==> src/rtl/mem_copy_pkg.sv <==
// Shared definitions for the memory copy/fill engine: widths, FSM states, modes.
package mem_copy_pkg;

  localparam int ADDR_W = 12;
  localparam int DATA_W = 16;
  localparam int LEN_W  = 13;

  localparam logic MODE_COPY = 1'b0;
  localparam logic MODE_FILL = 1'b1;

  typedef enum logic [1:0] {
    IDLE  = 2'd0,
    READ  = 2'd1,
    WRITE = 2'd2,
    DONE  = 2'd3
  } state_t;

endpackage

==> src/rtl/mem_copy_engine_if.sv <==
// Single-port data memory bus driven by the copy engine.
interface mem_copy_engine_if;
  import mem_copy_pkg::*;

  logic              mem_rd;
  logic              mem_wr;
  logic [ADDR_W-1:0] mem_addr;
  logic [DATA_W-1:0] mem_wd;
  logic [DATA_W-1:0] mem_rdata;

  // Engine side: owns the address/control, consumes read data.
  modport master (
    output mem_rd,
    output mem_wr,
    output mem_addr,
    output mem_wd,
    input  mem_rdata
  );

  // Memory side.
  modport slave (
    input  mem_rd,
    input  mem_wr,
    input  mem_addr,
    input  mem_wd,
    output mem_rdata
  );

endinterface

==> src/rtl/mem_copy_engine.sv <==
// Block copy / block fill engine. One memory access per cycle; copy alternates
// READ and WRITE, fill issues back-to-back WRITEs. All memory-side outputs are
// registers loaded alongside the next state, so start/abort/len never reach
// the memory port combinationally.
module mem_copy_engine
  import mem_copy_pkg::*;
(
  input  logic              clk,
  input  logic              rst_n,
  input  logic              start,
  input  logic              mode,
  input  logic [ADDR_W-1:0] src_addr,
  input  logic [ADDR_W-1:0] dst_addr,
  input  logic [LEN_W-1:0]  len,
  input  logic [DATA_W-1:0] fill_val,
  input  logic              abort,
  output logic              busy,
  output logic              done,
  output logic [LEN_W-1:0]  words_done,
  mem_copy_engine_if.master mem
);

  state_t            r_state;
  logic              r_busy;
  logic              r_done;
  logic [LEN_W-1:0]  r_words_done;
  logic              r_mem_rd;
  logic              r_mem_wr;
  logic [ADDR_W-1:0] r_mem_addr;
  logic [DATA_W-1:0] r_mem_wd;

  logic [ADDR_W-1:0] r_src_ptr;
  logic [ADDR_W-1:0] r_dst_ptr;
  logic [LEN_W-1:0]  r_len;
  logic              r_mode;
  logic [DATA_W-1:0] r_fill;

  logic [LEN_W-1:0]  w_words_next;
  logic [ADDR_W-1:0] w_src_inc;
  logic [ADDR_W-1:0] w_dst_inc;

  // Pointer arithmetic wraps naturally at 2^ADDR_W.
  assign w_words_next = r_words_done + 1'b1;
  assign w_src_inc    = r_src_ptr + 1'b1;
  assign w_dst_inc    = r_dst_ptr + 1'b1;

  // FSM, command registers and registered memory-port outputs. Command and
  // pointer registers are left out of reset: they are always reloaded on start.
  // In copy mode the write-data register doubles as the read data buffer.
  always_ff @(posedge clk) begin
    if (!rst_n) begin
      r_state      <= IDLE;
      r_busy       <= 1'b0;
      r_done       <= 1'b0;
      r_words_done <= '0;
      r_mem_rd     <= 1'b0;
      r_mem_wr     <= 1'b0;
      r_mem_addr   <= '0;
      r_mem_wd     <= '0;
    end else begin
      r_done     <= 1'b0;
      r_mem_rd   <= 1'b0;
      r_mem_wr   <= 1'b0;
      r_mem_addr <= '0;
      r_mem_wd   <= '0;
      case (r_state)
        IDLE: begin
          if (start) begin
            r_src_ptr    <= src_addr;
            r_dst_ptr    <= dst_addr;
            r_len        <= len;
            r_mode       <= mode;
            r_fill       <= fill_val;
            r_words_done <= '0;
            r_busy       <= 1'b1;
            if (len == '0) begin
              r_state <= DONE;
              r_done  <= 1'b1;
            end else if (mode == MODE_COPY) begin
              r_state    <= READ;
              r_mem_rd   <= 1'b1;
              r_mem_addr <= src_addr;
            end else begin
              r_state    <= WRITE;
              r_mem_wr   <= 1'b1;
              r_mem_addr <= dst_addr;
              r_mem_wd   <= fill_val;
            end
          end
        end
        READ: begin
          // The read completes this cycle regardless of abort.
          r_src_ptr <= w_src_inc;
          if (abort) begin
            r_state <= DONE;
            r_done  <= 1'b1;
          end else begin
            r_state    <= WRITE;
            r_mem_wr   <= 1'b1;
            r_mem_addr <= r_dst_ptr;
            r_mem_wd   <= mem.mem_rdata;
          end
        end
        WRITE: begin
          // The write commits at this edge, so it is always counted.
          r_dst_ptr    <= w_dst_inc;
          r_words_done <= w_words_next;
          if (abort || (w_words_next == r_len)) begin
            r_state <= DONE;
            r_done  <= 1'b1;
          end else if (r_mode == MODE_COPY) begin
            r_state    <= READ;
            r_mem_rd   <= 1'b1;
            r_mem_addr <= r_src_ptr;
          end else begin
            r_state    <= WRITE;
            r_mem_wr   <= 1'b1;
            r_mem_addr <= w_dst_inc;
            r_mem_wd   <= r_fill;
          end
        end
        DONE: begin
          r_state <= IDLE;
          r_busy  <= 1'b0;
        end
        default: begin
          r_state <= IDLE;
          r_busy  <= 1'b0;
        end
      endcase
    end
  end

  assign busy         = r_busy;
  assign done         = r_done;
  assign words_done   = r_words_done;
  assign mem.mem_rd   = r_mem_rd;
  assign mem.mem_wr   = r_mem_wr;
  assign mem.mem_addr = r_mem_addr;
  assign mem.mem_wd   = r_mem_wd;

endmodule

==> src/flat_wrapper.sv <==
// flat-port wrapper written by rule: the top's interface ports become plain ports
module mem_copy_engine_flat import mem_copy_pkg::*;
  (clk, rst_n, start, mode, src_addr, dst_addr, len, fill_val, abort, busy, done, words_done, mem_mem_rd, mem_mem_wr, mem_mem_addr, mem_mem_wd, mem_mem_rdata);
  mem_copy_engine_if mem_i ();
  input  logic clk;
  input  logic rst_n;
  input  logic start;
  input  logic mode;
  input  logic [ADDR_W-1:0] src_addr;
  input  logic [ADDR_W-1:0] dst_addr;
  input  logic [LEN_W-1:0] len;
  input  logic [DATA_W-1:0] fill_val;
  input  logic abort;
  output logic busy;
  output logic done;
  output logic [LEN_W-1:0] words_done;
  output wire logic [$bits(mem_i.mem_rd)-1:0] mem_mem_rd;
  output wire logic [$bits(mem_i.mem_wr)-1:0] mem_mem_wr;
  output wire logic [$bits(mem_i.mem_addr)-1:0] mem_mem_addr;
  output wire logic [$bits(mem_i.mem_wd)-1:0] mem_mem_wd;
  input wire logic [$bits(mem_i.mem_rdata)-1:0] mem_mem_rdata;
  assign mem_mem_rd = mem_i.mem_rd;
  assign mem_mem_wr = mem_i.mem_wr;
  assign mem_mem_addr = mem_i.mem_addr;
  assign mem_mem_wd = mem_i.mem_wd;
  assign mem_i.mem_rdata = mem_mem_rdata;
  mem_copy_engine u_core (.clk(clk), .rst_n(rst_n), .start(start), .mode(mode), .src_addr(src_addr), .dst_addr(dst_addr), .len(len), .fill_val(fill_val), .abort(abort), .busy(busy), .done(done), .words_done(words_done), .mem(mem_i));
endmodule
==> config.mk <==
export PLATFORM = sky130hd
export DESIGN_NAME = mem_copy_engine_flat
export DESIGN_NICKNAME = d
export VERILOG_FILES = /design/src/rtl/mem_copy_pkg.sv /design/src/rtl/mem_copy_engine_if.sv /design/src/rtl/mem_copy_engine.sv /design/src/flat_wrapper.sv
export SDC_FILE = /design/constraint.sdc
export NUM_CORES = 1
export LEC_CHECK = 0
export ABC_AREA = 1
export BUFFER_PORTS_ARGS = -buffer_cell sky130_fd_sc_hd__buf_2
export CAP_MARGIN = 20
export CELL_PAD_IN_SITES_DETAIL_PLACEMENT = 1
export CELL_PAD_IN_SITES_GLOBAL_PLACEMENT = 2
export CORE_MARGIN = 5
export CORE_UTILIZATION = 33
export DETAILED_ROUTE_END_ITERATION = 8
export PLACE_DENSITY = 0.95
export SYNTH_ARGS = -nofsm -noshare
export SYNTH_HDL_FRONTEND = slang
export SYNTH_SLANG_ARGS = --single-unit
==> constraint.sdc <==
create_clock -name clk -period 4.21 [get_ports clk]
set_input_delay 0.6315 -clock clk [delete_from_list [all_inputs] [get_ports clk]]
set_output_delay 0.6315 -clock clk [all_outputs]
set_load 0.01 [all_outputs]
==> results.md, run 1 <==
* Crit end category: flop
* Post-DP HPWL at 12800 um
* Reg area at 2560 um^2
* Antenna violations before repair at 0
* Routed vias/inst at 4.82
* Antenna Violating Nets Remaining at 0
* H-tree depth at 3
* Leakage at 2.96 nW
* Skew final at 0.00918 ns
* Run status: finished, final reports clean
* GRT Total Usage at 17.2%
* Cell type with the largest total area after synthesis: edfxtp_1
* DIE WIDTH at 140 um
* Clock latency on the worst-skew pair at 0.36 ns
* Yosys warning count at 0
* Commonest non-fill, non-tap cell in the layout: nand2_1
* Clock slew at reported path FFs at 0.08 ns
* Ranking of synthesized cells by area: edfxtp_1, dfxtp_1, nand2_1, inv_1, o21ai_0
* Layout area overhead at 19.3%
* Post-route insts no fill at 1078
* PortBufs at 118
* Worst Max-Slew Pin Slew at 0.979 ns
* Fillers at 2142
* Post-layout net count at 929
* Crit path DAT at 3.19 ns
* Routability cong. at 0.785
* Final hold viol count at 0
* Share of layout cells above drive strength 1 at 21.7%
* Wire per inst at 15.9 um
* Final Util at 40.1%
* Num CTS Buffers at 9
* Gate Count Post-Synth at 745
* Core footprint at 16600 um^2
* Critical path class: reg2reg
* Vias in the first global route at 5204
* Post-CTS Hold Fix Bufs at 0
* # setup viols final at 0
* Io pins at 119
* Required @ worst endpoint at 4.50 ns
* Multi-input gate area at 2470 um^2
* Worst rel slew slack at 34.5%
* Worst hold slack at 0.459 ns
* 1st-pass router iterations at 4
* CP startpoint kind: flop
* Placed Cells at 1060
* Pwr dens at 353 nW/um^2
* Peak Freq at 344 MHz
* Clock sink total at 101
* Top cell type's share of synthesized area at 29.1%
* Seq cells post-synth at 101
* Initial Util at 33.6%
* RSZ-0062 raised after global routing: false
* Min cycle time layout at 2.90 ns
* GR Overflow Total at 0
* Routed WL at 17100 um
* Via count at 5198
* Most frequent cells in the layout: nand2_1, buf_2, inv_1, o21ai_0, edfxtp_1
* Std-Cell Rows at 47
* VDD IR-drop max at 0.000210 V
* Post-Syn Nets at 822
* Total Power at 0.00235 W
* Share of the yosys chip area belonging to registers at 46.0%
* Setup TNS at 0 ns
* Distinct cells, synth at 38
* Post-CTS setup buffers at 0
* HP Class: in2reg
* Post-cts sizing count at 0
* CTS root buffer: clkbuf_16
* DRC at 0
* Full die area at 19600 um^2
* First-pass GRT wire length at 27100 um
* Final period utilization at 69.0%
* Cell Area, Synth at 5570 um^2
* CP Max Fanout at 17
* Slew Limit Fails at 0
* Clock tree from TritonCTS: built
* Largest net degree at the start of global routing at 51
* 1st-iter DRT viols at 252
* Longest Clk Path Bufs at 2
* Max cap viols at 0
* Mean Syn Cell Area at 7.47 um^2
* Die Ht at 140 um
==> cell usage after synthesis <==
master	instances
edfxtp_1	54
nand2_4	1
clkinv_1	4
dfxtp_1	47
and2_4	1
buf_1	1
buf_6	1
o21ai_0	54
buf_12	1
and2_0	1
nor4_1	3
mux2_2	3
a31oi_1	1
or2_2	1
a21oi_1	28
nand2_8	1
nand2_1	230
xnor2_1	5
inv_1	103
o21bai_2	1
o21bai_1	2
buf_4	2
a211oi_1	1
nand3_1	49
nand2_2	3
nand3b_1	1
nor2_4	4
nand3_2	1
xor2_1	4
ha_1	3
clkbuf_1	22
a21oi_2	10
nand4_1	31
buf_2	3
nor2_2	16
o22ai_1	5
o21ai_2	1
nor2_1	46
==> through the flow <==
step	area (um^2)	setup WS, ns
floorplan	5570	1.48
global placement	6350	1.28
detailed placement	6350	1.22
CTS	6630	1.28
global route	6640	1.00
finish	6640	1.31
==> cell type report <==
cell class,count,area share (%)
inverters,107,6.05
multi-input cells,507,37.2
diodes,1,0.0377
clock buffers,10,3.45
clock inverters,6,0.772
well taps,220,4.14
repair buffers,126,9.79
flip-flops and latches,101,38.6
==> power by group <==
group	internal, W	total, W	switching [W]
sequential	0.00111	0.00115	0.0000381
combinational	0.000128	0.000380	0.000252
clock	0.000413	0.000813	0.000400
==> kinds of logic (layout without fill, tap and decap cells) <==
| kind of cell | count (synthesis) | count (layout) | synth area share [%] |
|---|---|---|---|
| AND/OR/NAND/NOR | 389 | 389 | 31.0 |
| adder cells (fa/ha/maj) | 3 | 3 | 0.674 |
| XOR/XNOR | 9 | 9 | 1.42 |
| other | 0 | 1 | 0 |
| buffers and inverters | 137 | 249 | 9.86 |
| flip-flops | 101 | 101 | 46.0 |
| AO/OA/AOI/OAI | 103 | 103 | 10.4 |
| multiplexers | 3 | 3 | 0.607 |
==> worst max-delay path: stages (launching register included) <==
cell and delay [ns]:
dfxtp_1 0.36, nor2_1 0.77, nand2_1 0.28, inv_1 0.22, nand3_1 0.57, o21ai_0 0.42, inv_1 0.08, a21oi_1 0.15
==> registers in the layout (all words and copies together), names as in the netlist <==
| signal | cells |
|---|---|
| u_core.mem.mem_addr | 12 |
| u_core.r_src_ptr | 12 |
| u_core.mem.mem_rd | 1 |
| u_core.r_len | 13 |
| u_core.words_done | 13 |
| u_core.r_mode | 1 |
| u_core.r_state | 2 |
| u_core.busy | 1 |
| u_core.r_dst_ptr | 12 |
| u_core.mem.mem_wd | 16 |
| u_core.done | 1 |
| u_core.mem.mem_wr | 1 |
| u_core.r_fill | 16 |
==> metal layers <==
layer | GRT usage (%) | share of wire (%) | routed length (um) | vias to the layer above
li1 | - | - | - | 2631
met1 | 22.8 | 47 | 7990 | 2452
met2 | 29.1 | 48 | 8230 | 106
met3 | 3.34 | 4.2 | 726 | 9
met4 | 3.98 | 0.89 | 153 | 0
met5 | 0 | 0 | 0 | -
==> final timing paths <==
check                           cells after the start  slack, ns                   end               from
worst max-delay path                                7       1.31  u_core.mem.mem_wd[3]  u_core.r_state[0]
worst min-delay path                                1       0.46      u_core.r_fill[0]        fill_val[0]
worst max register to register                      7       1.31  u_core.mem.mem_wd[3]  u_core.r_state[0]
worst min register to register                      2       0.51           u_core.busy        u_core.busy
Note: power is estimated with default switching activity, not from simulation.
==> run 2: changes to the inputs <==
Settings changed: CORE_UTILIZATION 33 to 28, PLACE_DENSITY 0.95 to 0.87.
Clock period 4.21 ns to 2.6 ns, I/O delays scaled along.
==> run 2 against run 1 <==
- via count up 0.54%
- combinational power up 66%
- core utilization decreased by 5.3 points
- worst setup slack got worse by 0.96 ns
- critical path type unchanged
- highest routed layer is now met5
==> results.md, run 2 (same netlist as run 1, synthesis figures left out) <==
* RSZ-0062 raised after global routing: false
* Slowest CP cell: dfxtp_1
* CP bufs+invs at 0
* Clock tree from TritonCTS: built
* Worst R2R End: u_core.mem.mem_wd[2]
* PortBufs at 118
* Pwr dens at 573 nW/um^2
* Most frequent CP cell: nand2_1
* Peak Freq at 444 MHz
* Critical path class: reg2reg
* Core footprint at 19500 um^2
* Most frequent cells in the layout: nand2_1, buf_2, inv_1, o21ai_0, edfxtp_1
* Commonest non-fill, non-tap cell in the layout: nand2_1
* R2R setup slack at 0.35 ns
* Num CTS Buffers at 9
* DIE WIDTH at 151 um
* Vias in the first global route at 5344
* Crit path DAT at 2.50 ns
* First-pass GRT wire length at 28100 um
* CP cell instances: ha_1 > nand2_2 > nor2_4 > nand2_1 > nand3b_1 > nand2_1 > nor2_1 > nand3_1 > nor2_2 > nand2_4 > nand2_8 > nor2_1 > nand2_1 > a21oi_1
* HP Class: in2reg
* Critical path origin: u_core.words_done[0]
* Reg2Reg Depth at 14
* Max cap viols at 0
* CP endpoint: u_core.mem.mem_wd[2]
* Slowest stage delay, CP at 0.44 ns
* GR Overflow Total at 0
* Die Ht at 151 um
* Routability cong. at 0.766
* Clock sink total at 101
* Slew Limit Fails at 0
* Crit end category: flop
* Largest net degree at the start of global routing at 51
* CP startpoint kind: flop
* Clock slew at reported path FFs at 0.08 ns
* Min cycle time layout at 2.25 ns
* Longest Clk Path Bufs at 2
* Placed cell area at 6480 um^2
* Std-Cell Rows at 51
* Wire per inst at 15.4 um
* Post-CTS Hold Fix Bufs at 0
* Antenna Violating Nets Remaining at 0
* 1st-pass router iterations at 4
* # setup viols final at 0
* Share of layout cells above drive strength 1 at 22.6%
* Via count at 5226
* Final hold viol count at 0
* Post-DP HPWL at 13300 um
* Cell family with most CP delay: simple AND/OR/NAND/NOR gates
* Full die area at 22800 um^2
* H-tree depth at 3
* Layout area overhead at 21.9%
* Path length in cells of the critical path at 14
* CP Max Fanout at 17
* Post-cts sizing count at 0
* Final period utilization at 86.6%
* Setup TNS at 0 ns
* Routed vias/inst at 4.62
* DRC at 0
* Fin area at 6790 um^2
* Initial Util at 28.5%
* Post-layout net count at 938
* Worst rel slew slack at 61.8%
* Run status: finished, final reports clean
* Final Util at 34.8%
* Clock latency on the worst-skew pair at 0.36 ns
* VDD IR-drop max at 0.000325 V
* Ant. Diodes at 0
* Antenna violations before repair at 1
* Post-CTS setup buffers at 0
* Skew final at 0.0142 ns
* Leakage at 3.01 nW
* Routed WL at 17400 um
* Required @ worst endpoint at 2.85 ns
* 1st-iter DRT viols at 213
* Worst Max-Slew Pin Slew at 0.574 ns
* Critical R2R Launch: u_core.words_done[0]
* CTS root buffer: clkbuf_16
* Io pins at 119
* GRT Total Usage at 15.7%
[run 2: cell count changes in the layout (fill, tap and decap cells not counted)]
cell | before | now
buf_4 | 8 | 17
clkbuf_1 | 1 | 0
clkinv_4 | 0 | 1
clkinv_8 | 0 | 2
diode_2 | 1 | 0
inv_4 | 1 | 0
inv_6 | 3 | 2
[run 2: where the power goes]
group | total, W | internal [W] | leakage [nW] | switching (W)
Sequential | 0.00187 | 0.00180 | 0.887 | 0.0000664
Combinational | 0.000630 | 0.000222 | 1.98 | 0.000408
Clock | 0.00139 | 0.000683 | 0.144 | 0.000705
[run 2: layer usage]
| metal | wire (um) | global-route usage (%) |
|---|---|---|
| met1 | 8240 | 21.6 |
| met2 | 8100 | 25.1 |
| met3 | 813 | 2.99 |
| met4 | 248 | 4.76 |
| met5 | 7 | 0 |
[run 2: how the worst min path moves through the flow]
stage / start / endpoint / slack [ns] / depth (start not counted)
after detailed placement: u_core.busy / u_core.busy / 0.49 / 2
after global routing: fill_val[3] / u_core.r_fill[3] / 0.20 / 1
after global placement: u_core.busy / u_core.busy / 0.48 / 2
final: fill_val[3] / u_core.r_fill[3] / 0.21 / 1
after floorplan: u_core.r_state[0] / u_core.busy / 0.46 / 1
after CTS: fill_val[3] / u_core.r_fill[3] / 0.20 / 1
[run 2: final cells by class]
cell class	instances	area [um^2]
clock inverters	7	77.6
clock buffers	9	225
well taps	265	332
repair buffers	135	718
flip-flops and latches	101	2560
inverters	107	402
multi-input cells	507	2470
fillers	2474	12700
[run 2: metrics by stage]
| step | setup WS (ns) | total power (W) | cells | hold slack (ns) |
|---|---|---|---|---|
| 3_5_place_dp | 0.320 | 0.00254 | 1115 | 0.485 |
| 4_1_cts | 0.306 | 0.00395 | 1131 | 0.203 |
| 2_1_floorplan | 0.114 | 0.00227 | 745 | 0.459 |
| 6_report | 0.347 | 0.00389 | 1131 | 0.213 |
| 5_1_grt | 0.0469 | 0.00409 | 1131 | 0.198 |
| 3_3_place_gp | 0.430 | 0.00253 | 1115 | 0.484 |
==> run 3: changes to the inputs <==
Settings changed: CORE_ASPECT_RATIO set to 0.5.
==> run 3 against run 2 <==
- critical endpoint is now u_core.mem.mem_wd[15]
- cell area decreased by 0.28%
- non-clock buffer count decreased by 2
- fmax fell by 2.9%
- clock power is essentially flat
- die area increased by 0.75%
- sequential share of layout area up 0.12 points
- sequential power about the same
- critical path type unchanged
- largest cell class unchanged
- via count is 0.75% higher
- flip-flop and latch count unchanged
- total power fell by 0.46%
==> results.md, run 3 (same netlist as run 1, synthesis figures left out) <==
* Multi-input gate area at 2470 um^2
* Slowest CP cell: dfxtp_1
* Core footprint at 19500 um^2
* Crit end category: flop
* Vias in the first global route at 5442
* Required @ worst endpoint at 2.84 ns
* Final hold viol count at 0
* Routed vias/inst at 4.66
* Via count at 5265
* Most frequent cells in the layout: nand2_1, buf_2, inv_1, edfxtp_1, o21ai_0
* Post-layout net count at 936
* Setup TNS at 0 ns
* Slew Limit Fails at 0
* First-pass GRT wire length at 28900 um
* Antenna violations before repair at 0
* Clock sink total at 101
* Share of layout cells above drive strength 1 at 22.6%
* Largest net degree at the start of global routing at 51
* Io pins at 119
* Pwr dens at 572 nW/um^2
* Final period utilization at 89.2%
* Routed WL at 17900 um
* Post-DP HPWL at 13500 um
* DRC at 0
* Crit path DAT at 2.56 ns
* Longest Clk Path Bufs at 2
* VDD IR-drop max at 0.000339 V
* Post-route insts no fill at 1130
* Slowest stage delay, CP at 0.42 ns
* Power share of the clock group at 35.2%
* Reg area at 2560 um^2
* # setup viols final at 0
* Sw power at 0.00117 W
* Clock latency on the worst-skew pair at 0.36 ns
* Die Ht at 110 um
* Run status: finished, final reports clean
* CP startpoint kind: flop
* RSZ-0062 raised after global routing: false
* DIE WIDTH at 209 um
* Skew final at 0.00825 ns
* Final Util at 34.7%
* Clock tree from TritonCTS: built
* Layout area overhead at 21.6%
* GR Overflow Total at 0
* Clock slew at reported path FFs at 0.08 ns
* Combinational share of power at 16.4%
* Pint at 0.00270 W
* Antenna Violating Nets Remaining at 0
* Peak Freq at 431 MHz
* Ant. Diodes at 0
* GRT Total Usage at 15.9%
* Worst Max-Slew Pin Slew at 0.712 ns
* CP cell instances: ha_1 > nand3_1 > nor2_2 > nand2_1 > nand2_1 > nor2_1 > nor2_1 > nand3_1 > nor2_2 > nand2_4 > nand2_8 > nor2_1 > nand2_1 > a21oi_1
* Commonest non-fill, non-tap cell in the layout: nand2_1
* Leakage at 3.00 nW
* Std-Cell Rows at 36
* Sw Ratio at 30.2%
* CP Max Fanout at 17
* Routability cong. at 0.820
* Critical path class: reg2reg
* Fillers at 2444
* Max cap viols at 0
* Initial Util at 28.5%
* PortBufs at 118
* HP Class: in2reg
* Worst rel slew slack at 52.3%
* CTS root buffer: clkbuf_16
* Min cycle time layout at 2.32 ns
* Post-CTS setup buffers at 0
* 1st-pass router iterations at 4
* Share of power burned in registers at 48.4%
* Placed Cells at 1114
* Num CTS Buffers at 9
* Full die area at 23000 um^2
* Wire per inst at 15.8 um
* 1st-iter DRT viols at 145
* H-tree depth at 3
## run 3: critical path: cells and delay by family (launching register included)
kind / cells / cell delay, ns
simple gates: 12 / 1.48
compound gates: 1 / 0.07
fa+ha+maj: 1 / 0.24
flops: 1 / 0.42
## run 3: repair_timing
item | in CTS | in global routing
resized for setup | 0 | 2
setup endpoints to repair | 0 | 15
hold buffers | 0 | 0
## run 3: routing by layer
| layer | vias up | part of all wire [%] | track usage [%] |
|---|---|---|---|
| li1 | 2642 | - | - |
| met1 | 2533 | 46 | 19.9 |
| met5 | - | 0 | 0 |
| met4 | 0 | 1.2 | 4.23 |
| met3 | 16 | 2.8 | 3.11 |
| met2 | 74 | 50 | 28.5 |
## run 3: worst paths after layout
path                                            from                     to  slack (ns)  cells after the start
worst max register to register  u_core.words_done[1]  u_core.mem.mem_wd[15]        0.28                     14
worst min register to register  u_core.words_done[0]   u_core.words_done[0]        0.52                      1
worst max-delay path            u_core.words_done[1]  u_core.mem.mem_wd[15]        0.28                     14
worst min-delay path                         len[11]       u_core.r_len[11]        0.21                      1
## run 3: final cells by class
class / instances / share of cell area [%]
Clock buffer: 9 / 3.33
Clock inverter: 7 / 0.943
Inverter: 107 / 5.93
Multi-Input combinational cell: 507 / 36.4
Sequential cell: 101 / 37.9
Tap cell: 266 / 4.92
Timing Repair Buffer: 133 / 10.6
## run 3: through the flow
| step | hold slack (ns) | instance area (um^2) | worst slack, ns | power (W) |
|---|---|---|---|---|
| global placement | 0.506 | 6480 | 0.337 | 0.00253 |
| global route | 0.187 | 6770 | 0.0409 | 0.00407 |
| CTS | 0.196 | 6770 | 0.228 | 0.00392 |
| floorplan | 0.459 | 5570 | 0.114 | 0.00227 |
| detailed placement | 0.510 | 6480 | 0.246 | 0.00255 |
| finish | 0.214 | 6770 | 0.280 | 0.00387 |
## run 3: power by group through the flow
stage | Combinational, W | Clock (W) | Sequential [W]
after floorplan | 0.000367 | 0 | 0.00190
after global placement | 0.000628 | 0 | 0.00190
after detailed placement | 0.000642 | 0 | 0.00191
after CTS | 0.000645 | 0.00140 | 0.00187
after global routing | 0.000715 | 0.00147 | 0.00188
final | 0.000636 | 0.00136 | 0.00187
